$ cat src/rtl/qam_mapper_pkg.sv
// qam_mapper_pkg: constellation encodings and helpers shared by the QAM mapper and demapper.
package qam_mapper_pkg;
  localparam int SYM_W = 16;
  typedef enum logic [3:0] {
    MOD_BPSK = 4'd1, MOD_QPSK, MOD_8QAM, MOD_16QAM,
    MOD_32QAM, MOD_64QAM, MOD_128QAM, MOD_256QAM
  } mod_t;
  typedef enum logic [1:0] {IDLE, RUN, FLUSH, DONE} state_t;
  function automatic logic [5:0] k_split(input logic [3:0] m);
    return {3'((m + 4'd1) >> 1), 3'(m >> 1)};
  endfunction
  function automatic logic [3:0] gray2bin(input logic [3:0] g);
    return {g[3], ^g[3:2], ^g[3:1], ^g[3:0]};
  endfunction
  function automatic logic mod_ok(input logic [3:0] m);
    return m >= MOD_BPSK && m <= MOD_256QAM;
  endfunction
endpackage

$ cat src/rtl/qam_level_lut.sv
// qam_level_lut: maps a k-bit Gray-coded axis index to its signed amplitude level.
module qam_level_lut
  import qam_mapper_pkg::*;
#(
  parameter int AMP = 2048
) (
  input  logic [2:0]       k,
  input  logic [3:0]       bits,
  output logic [SYM_W-1:0] level
);
  assign level = k == 3'd0 ? '0 : SYM_W'((2 * int'(gray2bin(bits)) - ((1 << k) - 1)) * AMP);
endmodule

$ cat src/rtl/qam_mapper.sv
// qam_mapper: slices a byte frame into m-bit groups and emits Gray-coded rectangular-QAM {I,Q} symbols.
module qam_mapper
  import qam_mapper_pkg::*;
#(
  parameter int FRAME_BYTES = 31,
  parameter int AMP         = 2048
) (
  input  logic        clk,
  input  logic        reset,
  input  logic        start,
  input  logic [3:0]  mod_type,
  input  logic [7:0]  data_in,
  input  logic        data_valid,
  output logic        data_ready,
  output logic [31:0] sym_out,
  output logic        sym_valid,
  input  logic        sym_ready,
  output logic        busy,
  output logic        done,
  output logic        err
);
  localparam logic [7:0] FB = 8'(FRAME_BYTES);
  state_t state, state_nx;
  logic [15:0] bits, shifted, bits_nx;
  logic [4:0] cnt, cnt_t, cnt_nx;
  logic [7:0] bytes_in, grp;
  logic [3:0] m, gi, gq;
  logic [2:0] ki, kq;
  logic [SYM_W-1:0] lvl_i, lvl_q;
  logic load, take, out_free;
  assign {ki, kq} = k_split(m);
  // oldest bits sit at the top of the buffer; unused low bits are always zero, which gives the flush padding
  assign grp = bits[15:8] >> (4'd8 - m);
  assign gi = 4'(grp >> kq);
  assign gq = grp[3:0] & 4'((5'd1 << kq) - 5'd1);
  qam_level_lut #(.AMP(AMP)) u_lut_i (.k(ki), .bits(gi), .level(lvl_i));
  qam_level_lut #(.AMP(AMP)) u_lut_q (.k(kq), .bits(gq), .level(lvl_q));
  assign out_free   = ~sym_valid | sym_ready;
  assign data_ready = state == RUN && cnt <= 5'd8 && bytes_in < FB;
  assign load       = data_valid & data_ready;
  assign take       = out_free & (state == RUN ? cnt >= {1'b0, m} : state == FLUSH && cnt != 5'd0);
  assign busy       = state == RUN || state == FLUSH;
  assign done       = state == DONE;
  assign shifted    = take ? bits << m : bits;
  assign cnt_t      = take ? (cnt >= {1'b0, m} ? cnt - {1'b0, m} : 5'd0) : cnt;
  assign bits_nx    = shifted | (load ? {data_in, 8'h00} >> cnt_t : 16'h0);
  assign cnt_nx     = cnt_t + (load ? 5'd8 : 5'd0);
  always_comb begin
    state_nx = state;
    unique case (state)
      IDLE:  state_nx = start && mod_ok(mod_type) ? RUN : IDLE;
      RUN:   state_nx = bytes_in == FB && cnt < {1'b0, m} ? FLUSH : RUN;
      FLUSH: state_nx = cnt == 5'd0 && out_free ? DONE : FLUSH;
      DONE:  state_nx = IDLE;
    endcase
  end
  always_ff @(posedge clk) begin
    if (reset) begin
      state     <= IDLE;
      bits      <= '0;
      cnt       <= '0;
      bytes_in  <= '0;
      m         <= '0;
      sym_out   <= '0;
      sym_valid <= 1'b0;
      err       <= 1'b0;
    end else begin
      state <= state_nx;
      err   <= state == IDLE && start && !mod_ok(mod_type);
      if (state == IDLE) begin
        if (start && mod_ok(mod_type)) begin
          m        <= mod_type;
          bits     <= '0;
          cnt      <= '0;
          bytes_in <= '0;
        end
      end else begin
        bits <= bits_nx;
        cnt  <= cnt_nx;
        if (load) bytes_in <= bytes_in + 8'd1;
      end
      if (take) begin
        sym_out   <= {lvl_i, lvl_q};
        sym_valid <= 1'b1;
      end else if (sym_ready) sym_valid <= 1'b0;
    end
  end
endmodule

$ cat config.mk
export PLATFORM = sky130hd
export DESIGN_NAME = qam_mapper
export DESIGN_NICKNAME = d
export VERILOG_FILES = /design/src/rtl/qam_mapper_pkg.sv /design/src/rtl/qam_level_lut.sv /design/src/rtl/qam_mapper.sv
export SDC_FILE = /design/constraint.sdc
export NUM_CORES = 1
export LEC_CHECK = 0
export CAP_MARGIN = 25
export CORE_ASPECT_RATIO = 0.8
export CORE_MARGIN = 2
export CORE_UTILIZATION = 30
export DETAILED_ROUTE_END_ITERATION = 10
export PLACE_DENSITY = 0.45
export SETUP_SLACK_MARGIN = 0.02
export SYNTH_ARGS = -nofsm -noshare
export SYNTH_HDL_FRONTEND = slang
export SYNTH_HIERARCHICAL = 1
export SYNTH_SLANG_ARGS = --single-unit
export TNS_END_PERCENT = 5
$ cat constraint.sdc
create_clock -name clk -period 14.8 [get_ports clk]
set_clock_uncertainty 0.2 [all_clocks]
set_input_delay 4.44 -clock clk [delete_from_list [all_inputs] [get_ports clk]]
set_output_delay 4.44 -clock clk [all_outputs]
set_load 0.05 [all_outputs]
==> summary.txt <==
Drt
  – Total routed wirelength: 16.45 mm
  – Drt first pass iters: 5
  – Antenna-violating nets left: 0
  – Vias/cell: 5.446
  – Drt wl/cell: 16.84 um
  – Initial DRC count: 408
  – Vias: 5321
  – Residual DRC: 0

Critical path
  – Critical path endpoint category: register
  – Buf/Inv on CP: 1
  – Delay-heaviest family, CP: compound AO/OA/AOI/OAI gates
  – CP required: 14.79 ns
  – CP max stage cell: a311oi_1
  – Critical path arrival: 7.22 ns
  – CP peak stage delay: 0.74 ns
  – Crit Path Category: in -> reg
  – Startpoint types: input port
  – Crit path top cell by count: a2111oi_2
  – Critical path peak fanout: 17
  – CP Cell Sequence: clkdlybuf4s50_1, nand2b_1, nand2_1, a21oi_2, a211oi_1, a311oi_1, nor3_1, a2111oi_2, a2111oi_2

Yosys
  – Synth Register Bits: 69
  – Mapped Area: 5560 um2
  – Synth Flop Type: dfxtp_1
  – Post-synth cell types: 86
  – Async SR Flop Fraction: 0
  – Total number of yosys warnings: 6
  – Sequential share of the synthesized area: 0.2484
  – Cells after Synth: 716
  – EDFF count, synth: 0
  – Synthesized area per cell: 7.766 um2

Power and ir drop
  – P_sw: 193.0 uW
  – Comb pwr share: 0.268
  – Clock Power Share: 0.381
  – Sw Share: 0.3457
  – Design Power: 558.4 uW
  – Power density cells: 86.19 nW/um2
  – Worst vdd ir: 0.05257 mV
  – Leak: 2.329 nW
  – Flop pwr share: 0.351
  – Int Power: 365.3 uW

Clock network
  – CTS resizes: 0
  – Post-CTS Setup Inserts: 0
  – # hold bufs at CTS: 0
  – Longest Clk Path Bufs: 2
  – Htree depth: 3
  – CTS tree: yes
  – Clock sink count: 69
  – Number of buffers created by CTS: 9
  – Root buf cell: clkbuf_16
  – Clock Latency Late Sink: 0.35 ns
  – Clk slew on worst S/H paths: 0.06 ns

STA
  – Max-slew violations: 0
  – Slew @ Worst Pin: 0.9080 ns
  – RSZ-0062 raised after global routing: false
  – Achievable frequency: 0.1383 GHz
  – Final Hold Viols: 0
  – Worst Setup Slack, final: 7.571 ns
  – Final Setup Violations: 0
  – Setup_tns: 0 ns
  – Tcrit/Tclk final: 0.4884
  – Tmin final: 7.229 ns
  – Slew headroom: 0.3906

Final layout
  – Fill cell count: 1900
  – Layout area overhead: 16.52%
  – Antenna diodes: 0
  – Post-layout net count: 783
  – Multi-input gate area: 3841 um2
  – Fraction of layout instances using a drive strength above 1: 0.09237
  – Final Instance Count excl. Fillers: 977
  – Reg area: 1381 um2
  – Fin util: 0.3566

Placed design
  – Pre-CTS setup slack: 6.930 ns
  – HPWL after detailed placement: 11.63 mm
  – Routability cong.: 0.8340
  – Port bufs: 53
  – Placed Cells: 959

Die
  – Core Area: 18170 um2
  – Die H: 125.8 um
  – Die ar.: 19650 um2
  – Starting density of the core: 0.3061
  – Io pins: 54
  – Row cnt: 44
  – Die width: 156.2 um

Status
  – Outcome: completed

GRT
  – Number of global-route vias before repair: 4988
  – First-pass GRT wire length: 26.89 mm
  – Grt ovf: 0
  – Initial antenna violation count: 0
  – Largest net degree at the start of global routing: 72
  – GRT Overall Usage: 0.1718

Min path
  – Worst hold path class: reg -> reg

Flow run
  – Total of max-cap violations: 0
[kinds of logic (layout without fill, tap and decap cells)]
group           Yosys count  in the layout  share of synthesized area
simple gates            273            273                     0.2259
flops                    69             69                     0.2484
compound gates          211            211                     0.2617
xor+xnor                 17             17                    0.03713
mux                      37             37                    0.09226
other cells               2             22                   0.001351
buf+inv                  83             94                    0.07516
fa+ha+maj                24             24                    0.05806
[path summary, 6_finish.rpt]
check | startpoint | endpoint | slack (ns) | cells after the start
max | sym_ready | bits[4] | 7.57 | 9
min | sym_out[16] | sym_out[16] | 0.25 | 2
max reg2reg | m[1] | sym_out[31] | 9.83 | 18
min reg2reg | sym_out[16] | sym_out[16] | 0.25 | 2
[stage by stage]
stage	hold WS (ns)	instance area [um2]
floorplan	0.2272	5635
global placement	0.2459	6155
detailed placement	0.2495	6155
CTS	0.2581	6447
global route	0.2771	6479
finish	0.2545	6479
[layer usage]
layer / global-route usage / wire length [um] / share of wire
met5: 0 / 0 / 0
met4: 0.04965 / 218 / 0.013
met3: 0.03304 / 966 / 0.059
met2: 0.2605 / 7184 / 0.44
met1: 0.2478 / 8081 / 0.49
[state kept, by name (all words and copies together) (netlist names), named ones only]
signal     flops
sym_out       32
bits          16
bytes_in       8
cnt            5
m              4
err            1
state          1
sym_valid      1
[layout by cell type (no fill, tap or decap), types with 4 or more instances in the layout]
cell               n
clkdlybuf4s50_1   52
a221oi_1           4
a211oi_1          17
nor2_1            53
nand4_1            7
nor3_1            16
ha_1              21
nand2b_1           5
o211ai_1           8
o211a_1            6
o22ai_1            5
and3_1             4
mux2i_1           22
o21ai_1            4
dfxtp_1           69
nand3b_1           4
nand2_1          132
a31oi_1            6
o21ai_0           22
a22oi_1            7
o31ai_1            7
mux4_2            10
buf_4              8
inv_1             13
nor3b_1            5
a21o_1             4
conb_1            22
a21oi_1           79
nor2b_1           11
xor2_1            10
clkbuf_16          9
mux2_2             4
nand3_1           15
[cell type report]
cell class	instances	share of cell area
multi-input cells	584	0.5929
flip-flops and latches	69	0.2132
repair buffers	63	0.09521
well taps	230	0.04442
clock buffers	10	0.03689
inverters	15	0.009077
clock inverters	6	0.008304
[power by group through the flow]
stage	registers, mW	clock network [mW]	logic (mW)
detailed placement	0.200	0	0.147
CTS	0.196	0.220	0.148
finish	0.196	0.213	0.150
floorplan	0.216	0	0.0945
global placement	0.200	0	0.147
global route	0.197	0.229	0.164
[synth_stat cells, types with 7 or more instances]
cell / instances / share of area
nand3_1: 15 / 0.014
mux2i_1: 22 / 0.040
buf_4: 23 / 0.031
o21ai_0: 22 / 0.020
mux4_2: 10 / 0.041
xor2_1: 10 / 0.016
ha_1: 21 / 0.047
a211oi_1: 17 / 0.023
a22oi_1: 7 / 0.0095
nand2_1: 132 / 0.089
dfxtp_1: 69 / 0.25
o211ai_1: 8 / 0.011
o31ai_1: 7 / 0.0095
nor2_1: 53 / 0.036
a21oi_1: 79 / 0.071
clkbuf_1: 31 / 0.021
nor3_1: 16 / 0.014
inv_1: 13 / 0.0088
nor2b_1: 11 / 0.012
nand4_1: 7 / 0.0079
[tightest hold or removal path, stage by stage (launching register included)]
cell,delay [ns]
dfxtp_1,0.31
nand2_1,0.05
a21oi_1,0.05
Note: power is estimated with default switching activity, not from simulation.
